## src/rtl/bcd_ss_reader_if.sv

```systemverilog
// Read-back handshake between the RTC register path and the BCD field reader.
// The master presents a packed BCD byte; the slave returns the binary value and status pulses.
interface bcd_ss_reader_if #(
    parameter int N = 6
);
    logic         rd_strobe;
    logic [7:0]   data_bcd;
    logic         ready;
    logic [N-1:0] bin_value;
    logic         done;
    logic         error;
    logic         changed;
    logic [7:0]   err_cnt;

    modport master (
        output rd_strobe, data_bcd,
        input  ready, bin_value, done, error, changed, err_cnt
    );

    modport slave (
        input  rd_strobe, data_bcd,
        output ready, bin_value, done, error, changed, err_cnt
    );
endinterface

```

## src/rtl/bcd_ss_reader.sv

```systemverilog
// Validates a packed 2-digit BCD byte and converts it to binary (0..MAX_VAL).
// Holds the last good value; rejected bytes only bump a saturating error counter.
module bcd_ss_reader #(
    parameter int MAX_VAL = 59,
    parameter int N       = 6
) (
    input  logic             clk,
    input  logic             reset,
    bcd_ss_reader_if.slave   bus
);
    typedef enum logic [2:0] {IDLE, CHECK, CONV, COMMIT, REJECT} state_t;

    localparam logic [6:0] MAX_SUM = 7'(MAX_VAL);

    state_t       state;
    logic [3:0]   tens_r;
    logic [3:0]   units_r;
    logic [6:0]   sum_r;
    logic         digits_ok;

    logic         ready_r;
    logic [N-1:0] bin_r;
    logic         done_r;
    logic         error_r;
    logic         changed_r;
    logic [7:0]   err_cnt_r;

    // Only consumed in CONV, after both digits are known to be <= 9, so it never exceeds 99.
    assign sum_r     = ({3'b000, tens_r} << 3) + ({3'b000, tens_r} << 1) + {3'b000, units_r};
    assign digits_ok = (tens_r <= 4'd9) && (units_r <= 4'd9);

    always_ff @(posedge clk or posedge reset) begin
        if (reset) begin
            state     <= IDLE;
            tens_r    <= '0;
            units_r   <= '0;
            ready_r   <= 1'b1;
            bin_r     <= '0;
            done_r    <= 1'b0;
            error_r   <= 1'b0;
            changed_r <= 1'b0;
            err_cnt_r <= '0;
        end else begin
            case (state)
                IDLE: begin
                    if (bus.rd_strobe) begin
                        tens_r  <= bus.data_bcd[7:4];
                        units_r <= bus.data_bcd[3:0];
                        ready_r <= 1'b0;
                        state   <= CHECK;
                    end
                end
                CHECK: begin
                    if (digits_ok) begin
                        state <= CONV;
                    end else begin
                        error_r   <= 1'b1;
                        err_cnt_r <= (err_cnt_r == 8'hFF) ? err_cnt_r : err_cnt_r + 8'd1;
                        state     <= REJECT;
                    end
                end
                CONV: begin
                    // Outputs are registered, so the result is loaded on the edge entering COMMIT.
                    if (sum_r > MAX_SUM) begin
                        error_r   <= 1'b1;
                        err_cnt_r <= (err_cnt_r == 8'hFF) ? err_cnt_r : err_cnt_r + 8'd1;
                        state     <= REJECT;
                    end else begin
                        bin_r     <= N'(sum_r);
                        done_r    <= 1'b1;
                        changed_r <= (N'(sum_r) != bin_r);
                        state     <= COMMIT;
                    end
                end
                COMMIT: begin
                    done_r    <= 1'b0;
                    changed_r <= 1'b0;
                    ready_r   <= 1'b1;
                    state     <= IDLE;
                end
                REJECT: begin
                    error_r <= 1'b0;
                    ready_r <= 1'b1;
                    state   <= IDLE;
                end
                default: begin
                    done_r    <= 1'b0;
                    error_r   <= 1'b0;
                    changed_r <= 1'b0;
                    ready_r   <= 1'b1;
                    state     <= IDLE;
                end
            endcase
        end
    end

    assign bus.ready     = ready_r;
    assign bus.bin_value = bin_r;
    assign bus.done      = done_r;
    assign bus.error     = error_r;
    assign bus.changed   = changed_r;
    assign bus.err_cnt   = err_cnt_r;
endmodule

```

## src/flat_wrapper.sv

```systemverilog
// flat-port wrapper written by rule: the top's interface ports become plain ports
module bcd_ss_reader_flat 
#(
    parameter int MAX_VAL = 59,
    parameter int N       = 6
)
  (clk, reset, bus_rd_strobe, bus_data_bcd, bus_ready, bus_bin_value, bus_done, bus_error, bus_changed, bus_err_cnt);
  bcd_ss_reader_if #(.N(N)) bus_i ();
  input  logic clk;
  input  logic reset;
  input wire logic [$bits(bus_i.rd_strobe)-1:0] bus_rd_strobe;
  input wire logic [$bits(bus_i.data_bcd)-1:0] bus_data_bcd;
  output wire logic [$bits(bus_i.ready)-1:0] bus_ready;
  output wire logic [$bits(bus_i.bin_value)-1:0] bus_bin_value;
  output wire logic [$bits(bus_i.done)-1:0] bus_done;
  output wire logic [$bits(bus_i.error)-1:0] bus_error;
  output wire logic [$bits(bus_i.changed)-1:0] bus_changed;
  output wire logic [$bits(bus_i.err_cnt)-1:0] bus_err_cnt;
  assign bus_i.rd_strobe = bus_rd_strobe;
  assign bus_i.data_bcd = bus_data_bcd;
  assign bus_ready = bus_i.ready;
  assign bus_bin_value = bus_i.bin_value;
  assign bus_done = bus_i.done;
  assign bus_error = bus_i.error;
  assign bus_changed = bus_i.changed;
  assign bus_err_cnt = bus_i.err_cnt;
  bcd_ss_reader #(.MAX_VAL(MAX_VAL), .N(N)) u_core (.clk(clk), .reset(reset), .bus(bus_i));
endmodule
```

## config.mk

```make
export PLATFORM = sky130hd
export DESIGN_NAME = bcd_ss_reader_flat
export DESIGN_NICKNAME = d
export VERILOG_FILES = /design/src/rtl/bcd_ss_reader_if.sv /design/src/rtl/bcd_ss_reader.sv /design/src/flat_wrapper.sv
export SDC_FILE = /design/constraint.sdc
export NUM_CORES = 1
export LEC_CHECK = 0
export BUFFER_PORTS_ARGS = -buffer_cell sky130_fd_sc_hd__buf_2
export CORE_MARGIN = 2
export CORE_UTILIZATION = 45
export CTS_BUF_LIST = sky130_fd_sc_hd__clkbuf_16
export CTS_CLUSTER_SIZE = 25
export DETAILED_ROUTE_END_ITERATION = 8
export PLACE_DENSITY = 0.65
export REMOVE_ABC_BUFFERS = 1
export SYNTH_ARGS = -nofsm -noshare
export SYNTH_HDL_FRONTEND = slang
export SYNTH_SLANG_ARGS = --single-unit
```

## constraint.sdc

```tcl
create_clock -name clk -period 3.8 [get_ports clk]
set_input_delay 0.76 -clock clk [delete_from_list [all_inputs] [get_ports clk]]
set_output_delay 0.76 -clock clk [all_outputs]
set_load 0.05 [all_outputs]
```

# [After elaboration in Yosys (flattened, before gate mapping)]
# Cells that the tools add are included.
[totals] in_bits=11 out_inout_bits=18 word_cells=58 regBits=29
[op_classes] mux=17 order_cmp=3 n_reduce_logical=12 eq_ne=10 n_bitwise=4 n_addsub=3
[ops] cell="$mux 8" n=3
[ops] cell="$pmux 8 s2" n=1
[ops] cell="$mux 3" n=3
[ops] cell="$pmux 3 s3" n=1
[ops] cell="$add 8x1->8 const B" n=1
[ops] cell="$eq 8x8->1 const B" n=1
[ops] cell="$le 4x4->1 const B" n=2
[ops] cell="$reduce_and 2->1" n=4
[ops] cell="$add 7x4->7" n=1
[ops] cell="$add 7x5->7" n=1
[ops] cell="$gt 7x6->1 const B" n=1
[ops] cell="$eq 3x2->1 const B" n=2
[ops] cell="$ne 2x2->1 const B" n=3
[ops] cell="$ne 6x6->1" n=1
[ops] cell="$pmux 1 s2" n=3
[ops] cell="$reduce_and 3->1" n=2
[ops] cell="$mux 1" n=5
[ops] cell="$not 1->1" n=4
[ops] cell="$reduce_or 2->1" n=2
[ops] cell="$eq 3x1->1 const B" n=1
[ops] cell="$eq 3x3->1 const B" n=1
[ops] cell="$logic_not 3->1" n=1
[ops] cell="$pmux 1 s3" n=1
[ops] cell="$reduce_or 3->1" n=1
[ops] cell="other kinds (3)" n=3

# [Logic depth before layout (Yosys ltp)]
# Gate-level depths: netlist of the first run.
[depth] ltp_word=5 mapped_depth=12 depth_no_buf=10

# [Least setup slack after synthesis of the first run]
# OpenSTA, ideal clock, no wires.
[synth_timing] kind="register to register" from="reg u_core.units_r[3]" to="reg u_core.err_cnt_r[1] (netlist: u_core.bus.err_cnt[1])" path_stages_with_launch=11 required_time_ns=3.675 period_less_slack_ns=2.872 setup_ns=0.125 arrival_time_ns=2.747 setup_slack_ns=0.928 cell_sequence="dfrtp_1 > inv_1 > fa_1 > inv_1 > fa_1 > xor2_1 > and3_1 > a2111o_1 > buf_6 > and2_4 > mux2_4"
[synth_via] elab_chain_cells=4 word_cells_on_any_way=7 cone_classes="add/sub: 1; order compare: 2; eq/ne: 2; reduce/logical: 2"
[synth_lines] element="start: declaration" line="bcd_ss_reader.sv:17" text="logic [3:0] units_r;"
[synth_lines] element="start signal: assignment" line="bcd_ss_reader.sv:48" text="units_r <= bus.data_bcd[3:0];"
[synth_lines] element="$add 7x4->7 / $le 4x4->1 (equally long branches)" line="bcd_ss_reader.sv:29, bcd_ss_reader.sv:30"
[synth_lines] element="$gt 7x6->1 / $logic_and 1x1->1 (equally long branches)" line="bcd_ss_reader.sv:64, bcd_ss_reader.sv:30"
[synth_lines] element="$ne 2x1->1 (no line) / $ne 2x2->1 (equally long branches)"
[synth_lines] element="$reduce_and 3->1 (no line) (*)"
[synth_lines] element="end signal: assignment" line="bcd_ss_reader.sv:58" text="err_cnt_r <= (err_cnt_r == 8'hFF) ? err_cnt_r : err_cnt_r + 8'd1;"
[synth_lines] element="end signal: assignment" line="bcd_ss_reader.sv:66" text="err_cnt_r <= (err_cnt_r == 8'hFF) ? err_cnt_r : err_cnt_r + 8'd1;"
[synth_lines] element="end: declaration" line="bcd_ss_reader.sv:26" text="logic [7:0] err_cnt_r;"
# Mark *: on every way between the ends. The rest lies on a longest branch, timed or not.
# A chain may end at the register's enable or synchronous reset.

# [Worst setup path after layout of the first run]
# Same ends and word-level chain as after synthesis.

==> results.env, run 1 <==
CLOCK_TREE.BUFFER_DEPTH=2
POST-SYNTH-TOP-COUNT-CELL='dfrtp_1'
STATUS='completed'
SYNTH_ASYNC_SR_FLOP_SHARE_PCT=100.0
SYNTH_SEQ_AREA_SHARE_PCT=47.35
GLOBALROUTEMET3UTIL_PCT=5.946
DETAILEDROUTE.FIRSTITERATIONVIOLATIONS=64
CRITICALPATHCATEGORY='register to register'
FLOORPLAN.INITIALDENSITY_PCT=46.37
ANTENNA_FOUND_INITIAL=0
INSERTEDDIODECOUNT=0
NUM_IO_PINS=29
DP_WORST_SETUP_SLACK_PS=762.7
GPL.FINAL_WEIGHTED_CONGESTION=0.8381
NETLIST_INSTANCES=137
SETUP_FAILING_EPS_FINAL=0
DIE-HEIGHT_UM=62.41
SKEW_PS=5.499
YS.FLOP_TYPE='dfrtp_1'
SYNTHESIS_STAGE_REGISTER_BIT_COUNT=29
PORT_BUFFERS=28
MIN-DELAY-PATH-CLASS='register to register'
CTS_SETUP_BUFFERS=0
SETUP.WORST_PATH.START_CLASS='register'
LAYOUT_SETUP_WS_PS=738.2
YS_TOP_CELLS_BY_COUNT='28 x dfrtp_1, 12 x xnor2_1, 10 x mux2_2'
PLACE_HPWL_UM=2200
FF2FF_PATH_DEPTH=9
CTS_NUM_SINKS=29
WORSTSKEWPAIRLATENCY_PS=270
DRT-VIAS-PER-INSTANCE=5.102
R2R_SLACK_PS=740
FIRST_GLOBAL_VIAS=1124
CRIT_PATH_MAX_FO=9
WORST_HOLD_STARTPOINT='u_core.bus.err_cnt[5]'
USE_MET1_PCT=23.37
FINAL.MIN_CLOCK_PERIOD_PS=3062
TOP_USAGE_LAYER='met2'
SETUP_REPAIR_AFTER_GLOBAL_ROUTING_MISSED_ITS_MARGIN='false'
POSTROUTEANTENNANETS=0
HOLD_SLACK_PS=491.8
CAP_VIOL_MAX_COUNT=0
SETUP-TNS-FINAL_PS=0
WORSTSETUPENDPOINTTYPE='register'
YOSYS.AREA.TOP_TYPE='dfrtp_1'
WORST_SETUP_PATH_STARTPOINT='u_core.units_r[3]'
CORE_REGION_AREA_MM2=0.003311
GLOBAL_ROUTE.USAGE.TOTAL_PCT=18.22
CRITPATHREQUIREDTIME_PS=3950
CELL_DEPTH_OF_THE_WORST_HOLD_PATH=1
LAYOUT_WORST_PATH_CYCLE_SHARE_PCT=80.57
SYN_AVG_CELL_AREA_UM2=11.21
WORSTMARGINPINSLEW_PS=1091
CTS-HTREE-LEVELS=2
FINAL_REPORT_HOLD_VIOLATION_COUNT=0
WORST_SETUP_HOLD_PATH_CLK_SLEW_PS=50
CP_DATA_ARRIVAL_TIME_PS=3220
GROWTH_OF_DESIGN_AREA_FROM_SYNTHESIS_TO_FINISH_PCT=22.01
SYNTH.AREA.TOP_CELLS='dfrtp_1 46%, mux2_2 7.3%, xnor2_1 6.8%'
POST-SYNTH-TOP-AREA-FRACTION_PCT=45.64
R2R-START='u_core.units_r[3]'
LAYOUT-DRIVE-GT1-SHARE_PCT=30.00
VIAS=1102
GRT_FIRST_PASS_WIRELENGTH_UM=5402
CHIPWIDTH_UM=62.41
DPL.CELL_COUNT=208
FIN_CELLS=216
HOLD_BUFFERS=0
TOTALWIRELENGTH_UM=3053
CLOCKROOTBUFFER='clkbuf_16'
FLOORPLAN.DIE_AREA_MM2=0.003895
CTS.REPAIR.RESIZED=0
MAPPEDNETLISTAREA_MM2=0.001535
ROWS=21
FINALMAXSLEWVIOLATIONS=0
MAX_SLEW_MARGIN_PCT=27.19
MAX_CLOCK_FREQ_MHz=326.6
SYNTH.LIB_CELLS_USED.DISTINCT=30
USE_MET2_PCT=28.49
DRC=0
NUMBER_OF_ENABLE_TYPE_REGISTER_CELLS_IN_THE_SYNTHESIZED_NETLIST=0
LARGEST_NET_DEGREE_AT_THE_START_OF_GLOBAL_ROUTING=30
DESIGN.FINAL.NETS=190
ROUTEDWLPERCELL_UM=14.13
GLOBAL_ROUTE.OVERFLOW_TOTAL=0
YS.WARNINGS.COUNT=0
CTS_TREE='yes'
NUMCTSBUFFERS=5
FIRST_PASS_ITERS=4
-- worst max-delay path, cell delays in order (launching register included) --
cell and delay [ps]:
dfrtp_1 330, inv_1 60, fa_1 520, inv_1 70, fa_1 460, xor2_1 200, and3_1 220, a2111o_1 580
and2_4 220, mux2_4 290
-- final cells by class --
class                      instances  area (um^2)
fill                             296         1438
timing repair buffer              29        147.6
clock inverter                     3        37.54
multi-input combinational         96        748.2
sequential                        29        726.9
inverter                           8        30.03
clock buffer                       5        125.1
tap                               46        57.56
-- logic make-up after synthesis --
kind of cell / Yosys count / synth area share [%]
compound gates: 23 / 9.209
xor+xnor: 16 / 9.128
fa+ha+maj: 10 / 9.128
buf+inv: 12 / 3.912
flops: 29 / 47.35
mux: 12 / 9.291
simple gates: 35 / 11.98
-- worst paths after layout --
path,endpoint
max,u_core.bus.err_cnt[1]
min,u_core.bus.err_cnt[5]
max reg2reg,u_core.bus.err_cnt[1]
min reg2reg,u_core.bus.err_cnt[5]
max in group asynchronous,u_core.state[1]
min in group asynchronous,u_core.bus.bin_value[0]
-- placed cells by master (no fill, tap or decap), types with 3 or more instances in the layout --
master / count
o21ai_0: 7
clkbuf_16: 5
inv_1: 9
nand2b_1: 3
xor2_1: 4
a21oi_1: 7
nand4_1: 4
nand2_1: 8
nor2_1: 7
dfrtp_1: 28
ha_1: 8
a21o_1: 3
and3_1: 3
buf_2: 28
xnor2_1: 12
nand3_1: 3
mux2_2: 10
-- per-layer routing --
| metal | up-vias | part of all wire, % |
|---|---|---|
| met1 | 533 | 46 |
| met2 | 23 | 48 |
| li1 | 537 | - |
| met4 | 0 | 2.1 |
| met5 | - | 0 |
| met3 | 9 | 3.9 |
-- state kept, by name (all words and copies together), names as in the netlist --
name / count
u_core.state: 3
u_core.bus.bin_value: 6
u_core.bus.ready: 1
u_core.tens_r: 4
u_core.bus.error: 1
u_core.bus.changed: 1
u_core.bus.done: 1
u_core.units_r: 4
u_core.bus.err_cnt: 8
-- metrics by stage --
step | utilization (%) | instance area (um^2)
detailed placement | 51.66 | 1710
CTS | 56.58 | 1873
global placement | 51.66 | 1710
global route | 56.58 | 1873
floorplan | - | 1505
finish | 56.58 | 1873
Power of run 1 is not shown: default switching activity piles up to over one toggle a cycle in this logic, so the estimate is an artifact.
==> run 2, diff against run 1 <==
Settings changed: ABC_AREA set to 1, PLACE_DENSITY 0.65 to 0.67.
Clock period 3.8 ns to 2.6 ns, I/O delays scaled along.
==> run 2 against run 1 <==
Effect of this change: area after synthesis increased by 12%; hold slack got worse by 150 ps; synthesized cell count increased by 53%; clock-buffer cell count unchanged; clock skew increased by 3.6 ps; setup slack got worse by 550 ps; critical path depth increased by 3; global-route usage decreased by 0.62 points; die area increased by 11%; sequential share of layout area decreased by 4.5 points; first-iteration DRC count increased by 64%.
==> results.env, run 2 <==
NETLIST_INSTANCES=209
FIN_CELLS=299
HOLD_BUFFERS=0
STATUS='completed'
ROWS=22
CRITPATHSLOWESTCELL='fa_1'
YS.WARNINGS.COUNT=0
WORSTSETUPENDPOINTTYPE='register'
LAYOUT_COMMONEST_CELL='nand2_1'
SYNTH_SEQ_AREA_SHARE_PCT=42.29
FIRST_PASS_ITERS=4
PORT_BUFFERS=28
ANTENNA_FOUND_INITIAL=0
CORE_REGION_AREA_MM2=0.003661
WORSTSKEWPAIRLATENCY_PS=280
GLOBAL_ROUTE.OVERFLOW_TOTAL=0
MAX_CLOCK_FREQ_MHz=414.4
MOSTFREQUENTLAYOUTCELLS='77 x nand2_1, 28 x buf_2, 28 x dfrtp_1'
MAX_REG_FLOPS=8
DIE-HEIGHT_UM=65.81
MAX_SLEW_MARGIN_PCT=54.38
CTS_TREE='yes'
CTS-HTREE-LEVELS=2
TOTALWIRELENGTH_UM=3371
DPL.CELL_COUNT=283
WORSTMARGINPINSLEW_PS=682.3
LARGEST_NET_DEGREE_AT_THE_START_OF_GLOBAL_ROUTING=20
WORSTSETUPPATHDEPTH=12
HOLD_SLACK_PS=337.3
CRITICALPATHCATEGORY='register to register'
CLOCK_TREE.BUFFER_DEPTH=2
CLOCKROOTBUFFER='clkbuf_16'
FLOORPLAN.DIE_AREA_MM2=0.004331
LAYOUT_SETUP_WS_PS=186.9
NUMCTSBUFFERS=5
LAYOUT_WORST_PATH_CYCLE_SHARE_PCT=92.81
SYNTH.AREA.TOP_CELLS='dfrtp_1 41%, nand2_1 17%, ha_1 5.8%'
SETUP_FAILING_EPS_FINAL=0
POST-SYNTH-TOP-COUNT-CELL='nand2_1'
DETAILEDROUTE.FIRSTITERATIONVIOLATIONS=105
SYNTH_ASYNC_SR_FLOP_SHARE_PCT=100.0
CP_CELL_SEQUENCE='inv_1 -> fa_1 -> inv_1 -> fa_1 -> nand2_2 -> nor2_4 -> nand3_4 -> nand3_4 -> buf_4 -> nand3_2 -> nand2_1 -> nand2_1'
DRC=0
FINAL.MIN_CLOCK_PERIOD_PS=2413
CTS_NUM_SINKS=29
CAP_VIOL_MAX_COUNT=0
YS.FLOP_TYPE='dfrtp_1'
POST-SYNTH-TOP-AREA-FRACTION_PCT=40.76
POSTROUTEANTENNANETS=0
CRIT_PATH_MAX_FO=5
SETUP-TNS-FINAL_PS=0
GPL.FINAL_WEIGHTED_CONGESTION=0.7996
MIN-DELAY-PATH-CLASS='input pin to asynchronous set/reset pin'
DELAY_HEAVIEST_FAMILY_CP='adder cells'
ROUTEDWLPERCELL_UM=11.27
FINAL_REPORT_HOLD_VIOLATION_COUNT=0
NUMBER_OF_ENABLE_TYPE_REGISTER_CELLS_IN_THE_SYNTHESIZED_NETLIST=0
VIAS=1451
NUM_IO_PINS=29
PLACE_HPWL_UM=2475
GLOBAL_ROUTE.USAGE.TOTAL_PCT=17.60
CRITPATHREQUIREDTIME_PS=2760
SETUP.WORST_PATH.START_CLASS='register'
DESIGN.FINAL.NETS=271
WORST_SETUP_HOLD_PATH_CLK_SLEW_PS=50
GROWTH_OF_DESIGN_AREA_FROM_SYNTHESIS_TO_FINISH_PCT=23.36
MAPPEDNETLISTAREA_MM2=0.001719
FINALMAXSLEWVIOLATIONS=0
R2R_SLACK_PS=190
YS_TOP_CELLS_BY_COUNT='79 x nand2_1, 28 x dfrtp_1, 20 x inv_1'
GRT_FIRST_PASS_WIRELENGTH_UM=5637
SKEW_PS=9.080
TIMING.CRITICAL_PATH.BUF_INV=3
SYN_AVG_CELL_AREA_UM2=8.226
DP_WORST_SETUP_SLACK_PS=21.23
FLOORPLAN.INITIALDENSITY_PCT=46.96
CHIPWIDTH_UM=65.81
YOSYS.AREA.TOP_TYPE='dfrtp_1'
FF2FF_PATH_DEPTH=12
INSERTEDDIODECOUNT=0
FIRST_GLOBAL_VIAS=1295
CP_DATA_ARRIVAL_TIME_PS=2570
SETUP_REPAIR_AFTER_GLOBAL_ROUTING_MISSED_ITS_MARGIN='false'
TIMING.CRITICAL_PATH.SLOWEST_CELL_DELAY_PS=570
DRT-VIAS-PER-INSTANCE=4.853
SYNTHESIS_STAGE_REGISTER_BIT_COUNT=29
LAYOUT-DRIVE-GT1-SHARE_PCT=23.51
SYNTH.LIB_CELLS_USED.DISTINCT=27
==> run 2: changes by cell type after synthesis, sizes merged, moves of 6 or more <==
cell | previous run | this run
inv | 8 | 23
mux2 | 12 | 0
nand2 | 8 | 81
nand3 | 3 | 18
nand4 | 4 | 10
xnor2 | 12 | 6
==> run 2: area by class of cell <==
cell class | instances | area, um^2
repair buffers | 37 | 211.5
inverters | 23 | 86.33
clock inverters | 3 | 11.26
flip-flops and latches | 29 | 726.9
clock buffers | 5 | 125.1
multi-input cells | 154 | 899.6
fillers | 341 | 1540
well taps | 48 | 60.06
==> run 2: through the flow <==
step | area, um^2 | util [%]
global placement | 1898 | 51.85
finish | 2121 | 57.93
global route | 2121 | 57.93
detailed placement | 1898 | 51.85
floorplan | 1683 | -
CTS | 2034 | 55.57
==> run 2: worst register-to-register path: cells and delay by family, from the launching register on <==
family,cells,cell delay (ps)
fa+ha+maj,2,1100
flops,1,330
simple gates,7,610
buf+inv,3,270
==> run 2: per-layer routing <==
layer | track usage (%) | wire length, um
met1 | 23.65 | 1607
met2 | 26.14 | 1526
met3 | 4.259 | 161
met4 | 9.375 | 75
met5 | 0 | 0
==> run 2: worst paths after layout <==
kind | endpoint | start
worst max-delay path | u_core.bus.error | u_core.units_r[3]
worst min-delay path | u_core.bus.err_cnt[2] | reset
worst max register to register | u_core.bus.error | u_core.units_r[3]
worst min register to register | u_core.bus.error | u_core.bus.error
max in group asynchronous | u_core.units_r[2] | reset
min in group clk | u_core.tens_r[1] | bus_data_bcd[5]
==> run 2: kinds of logic (layout without fill, tap and decap cells) <==
logic type,count (synthesis),count (layout),share of synthesized area (%)
DFF,29,29,42.29
xor gates and xnor gates,10,10,5.094
AOI/OAI and AO/OA,14,14,4.221
buffers and inverters,27,68,7.132
adders and majority gates,10,10,8.152
and+or+nand+nor,119,120,33.12
==> run 2: what timing repair did <==
action,in CTS,in global routing
buffers inserted,0,7
resized for setup,0,5
setup endpoints to repair,0,15
Power of run 2 is left out for the same reason.
==> run 3, diff against run 2 <==
Settings changed: CELL_PAD_IN_SITES_DETAIL_PLACEMENT set to 0, CELL_PAD_IN_SITES_GLOBAL_PLACEMENT set to 1, CORE_UTILIZATION 45 to 37, CTS_CLUSTER_SIZE 25 to not set, PLACE_DENSITY 0.67 to 0.73.
==> run 3 against run 2 <==
Effect of this change: final area is 1.1% lower; routed wire length is 5.2% higher; setup slack worse by 2.0 ps; critical path depth is 1 lower; utilization is 10 points lower; critical path type unchanged.
==> results.env, run 3 (synthesized netlist as in run 2, its figures left out) <==
SETUP_REPAIR_AFTER_GLOBAL_ROUTING_MISSED_ITS_MARGIN='false'
CHIPWIDTH_UM=72.17
MOSTFREQUENTLAYOUTCELLS='79 x nand2_1, 28 x buf_2, 28 x dfrtp_1'
SETUP-TNS-FINAL_PS=0
GROWTH_OF_DESIGN_AREA_FROM_SYNTHESIS_TO_FINISH_PCT=22.05
R2R-START='u_core.units_r[3]'
GLOBAL_ROUTE.OVERFLOW_TOTAL=0
ROUTEDWLPERCELL_UM=11.78
FIRST_PASS_ITERS=4
MAX_SLEW_MARGIN_PCT=54.45
CAP_VIOL_MAX_COUNT=0
FIN_CELLS=301
ROWS=24
VIAS=1401
WORST_SETUP_HOLD_PATH_CLK_SLEW_PS=50
MULTI_INPUT_COMB_AREA_UM2=887.1
LAYOUT_SETUP_WS_PS=184.9
SETUP_FAILING_EPS_FINAL=0
PORT_BUFFERS=28
WORSTSKEWPAIRLATENCY_PS=280
FINAL.MIN_CLOCK_PERIOD_PS=2415
GRT_FIRST_PASS_WIRELENGTH_UM=5809
CTS_NUM_SINKS=29
WORSTMARGINPINSLEW_PS=681.1
LAYOUT_WORST_PATH_CYCLE_SHARE_PCT=92.89
CP_CELL_SEQUENCE='inv_1 -> fa_1 -> inv_1 -> fa_1 -> nand3_1 -> nand3_1 -> nand2_1 -> nand3_4 -> buf_6 -> nand4_1 -> nand2_1'
INSERTEDDIODECOUNT=0
DRC=0
POSTROUTEANTENNANETS=0
CLOCKROOTBUFFER='clkbuf_16'
GPL.FINAL_WEIGHTED_CONGESTION=0.8073
DPL.CELL_COUNT=288
PLACE_HPWL_UM=2572
SKEW_PS=6.431
NUM_IO_PINS=29
WORSTSETUPENDPOINTTYPE='register'
FINALMAXSLEWVIOLATIONS=0
CRITICALPATHCATEGORY='register to register'
MIN-DELAY-PATH-CLASS='input pin to asynchronous set/reset pin'
LAYOUT_COMMONEST_CELL='nand2_1'
MAX_CLOCK_FREQ_MHz=414.1
REGISTER_AREA_UM2=726.9
CTS-HTREE-LEVELS=2
DRT-VIAS-PER-INSTANCE=4.654
CRIT_PATH_MAX_FO=11
ANTENNA_FOUND_INITIAL=0
CP_DATA_ARRIVAL_TIME_PS=2580
DETAILEDROUTE.FIRSTITERATIONVIOLATIONS=100
TIMING.CRITICAL_PATH.SLOWEST_CELL_DELAY_PS=530
FLOORPLAN.DIE_AREA_MM2=0.005208
DP_WORST_SETUP_SLACK_PS=68.66
FLOORPLAN.INITIALDENSITY_PCT=38.95
LAYOUT-DRIVE-GT1-SHARE_PCT=22.09
DESIGN.FINAL.NETS=269
WORST_SETUP_PATH_STARTPOINT='u_core.units_r[3]'
FIRST_GLOBAL_VIAS=1218
NUM-FILL-CELLS=439
SETUP.WORST_PATH.START_CLASS='register'
CTS_TREE='yes'
NUMCTSBUFFERS=5
DIE-HEIGHT_UM=72.17
LARGEST_NET_DEGREE_AT_THE_START_OF_GLOBAL_ROUTING=30
HOLD_BUFFERS=0
CRITPATHREQUIREDTIME_PS=2760
STATUS='completed'
CRITPATHSLOWESTCELL='fa_1'
MAX_REG_FLOPS=8
CLOCK_TREE.BUFFER_DEPTH=2
TOTALWIRELENGTH_UM=3545
CORE_REGION_AREA_MM2=0.004414
GLOBAL_ROUTE.USAGE.TOTAL_PCT=14.71
FINAL_REPORT_HOLD_VIOLATION_COUNT=0
[run 3: cell count changes in the layout (fill, tap and decap cells not counted)]
cell     delta
buf_4       -2
nand2_1     +2
nand2_2     -2
nand3_2     +1
nand3_4     -1
[run 3: per-layer routing]
metal,share of wire [%],wire length [um],global-route usage (%),vias up
met5,0,0,0,-
met4,2.0,72,7.547,0
met3,4.5,158,3.889,7
met2,42,1486,20.08,32
met1,52,1828,21.24,612
li1,-,-,-,750
[run 3: worst paths after layout]
| kind | end | slack (ps) | depth (start not counted) |
|---|---|---|---|
| worst max-delay path | u_core.bus.err_cnt[5] | 180 | 11 |
| worst min-delay path | u_core.bus.err_cnt[6] | 310 | 3 |
| worst max register to register | u_core.bus.err_cnt[5] | 180 | 11 |
| worst min register to register | u_core.bus.error | 460 | 2 |
| max in group asynchronous | u_core.bus.ready | 1960 | 3 |
| min in group clk | u_core.tens_r[1] | 440 | 3 |
[run 3: cell type report]
type | count | area share [%]
flip-flops and latches | 29 | 34.65
repair buffers | 35 | 9.362
inverters | 23 | 4.114
clock inverters | 3 | 0.5367
multi-input cells | 154 | 42.28
well taps | 52 | 3.101
clock buffers | 5 | 5.963
[run 3: timing repair]
| action | 4_1_cts | 5_1_grt |
|---|---|---|
| hold endpoints to repair | 0 | 0 |
| setup endpoints to repair | 0 | 11 |
| buffers inserted | 0 | 4 |
| resized for setup | 0 | 2 |
[run 3: critical path, delay by kind of cell, from the launching register on]
family | cells | cell delay, ps
buffers and inverters | 3 | 300
adders and majority gates | 2 | 970
DFF | 1 | 330
and+or+nand+nor | 6 | 700
[run 3: stage by stage]
step,area (um^2),hold slack [ps],utilization [%]
3_5_place_dp,1911,454.3,43.28
5_1_grt,2098,352.5,47.53
3_3_place_gp,1911,451.6,43.28
6_report,2098,312.8,47.53
2_1_floorplan,1683,471.6,-
4_1_cts,2047,330.5,46.37
Power of run 3 is left out for the same reason.
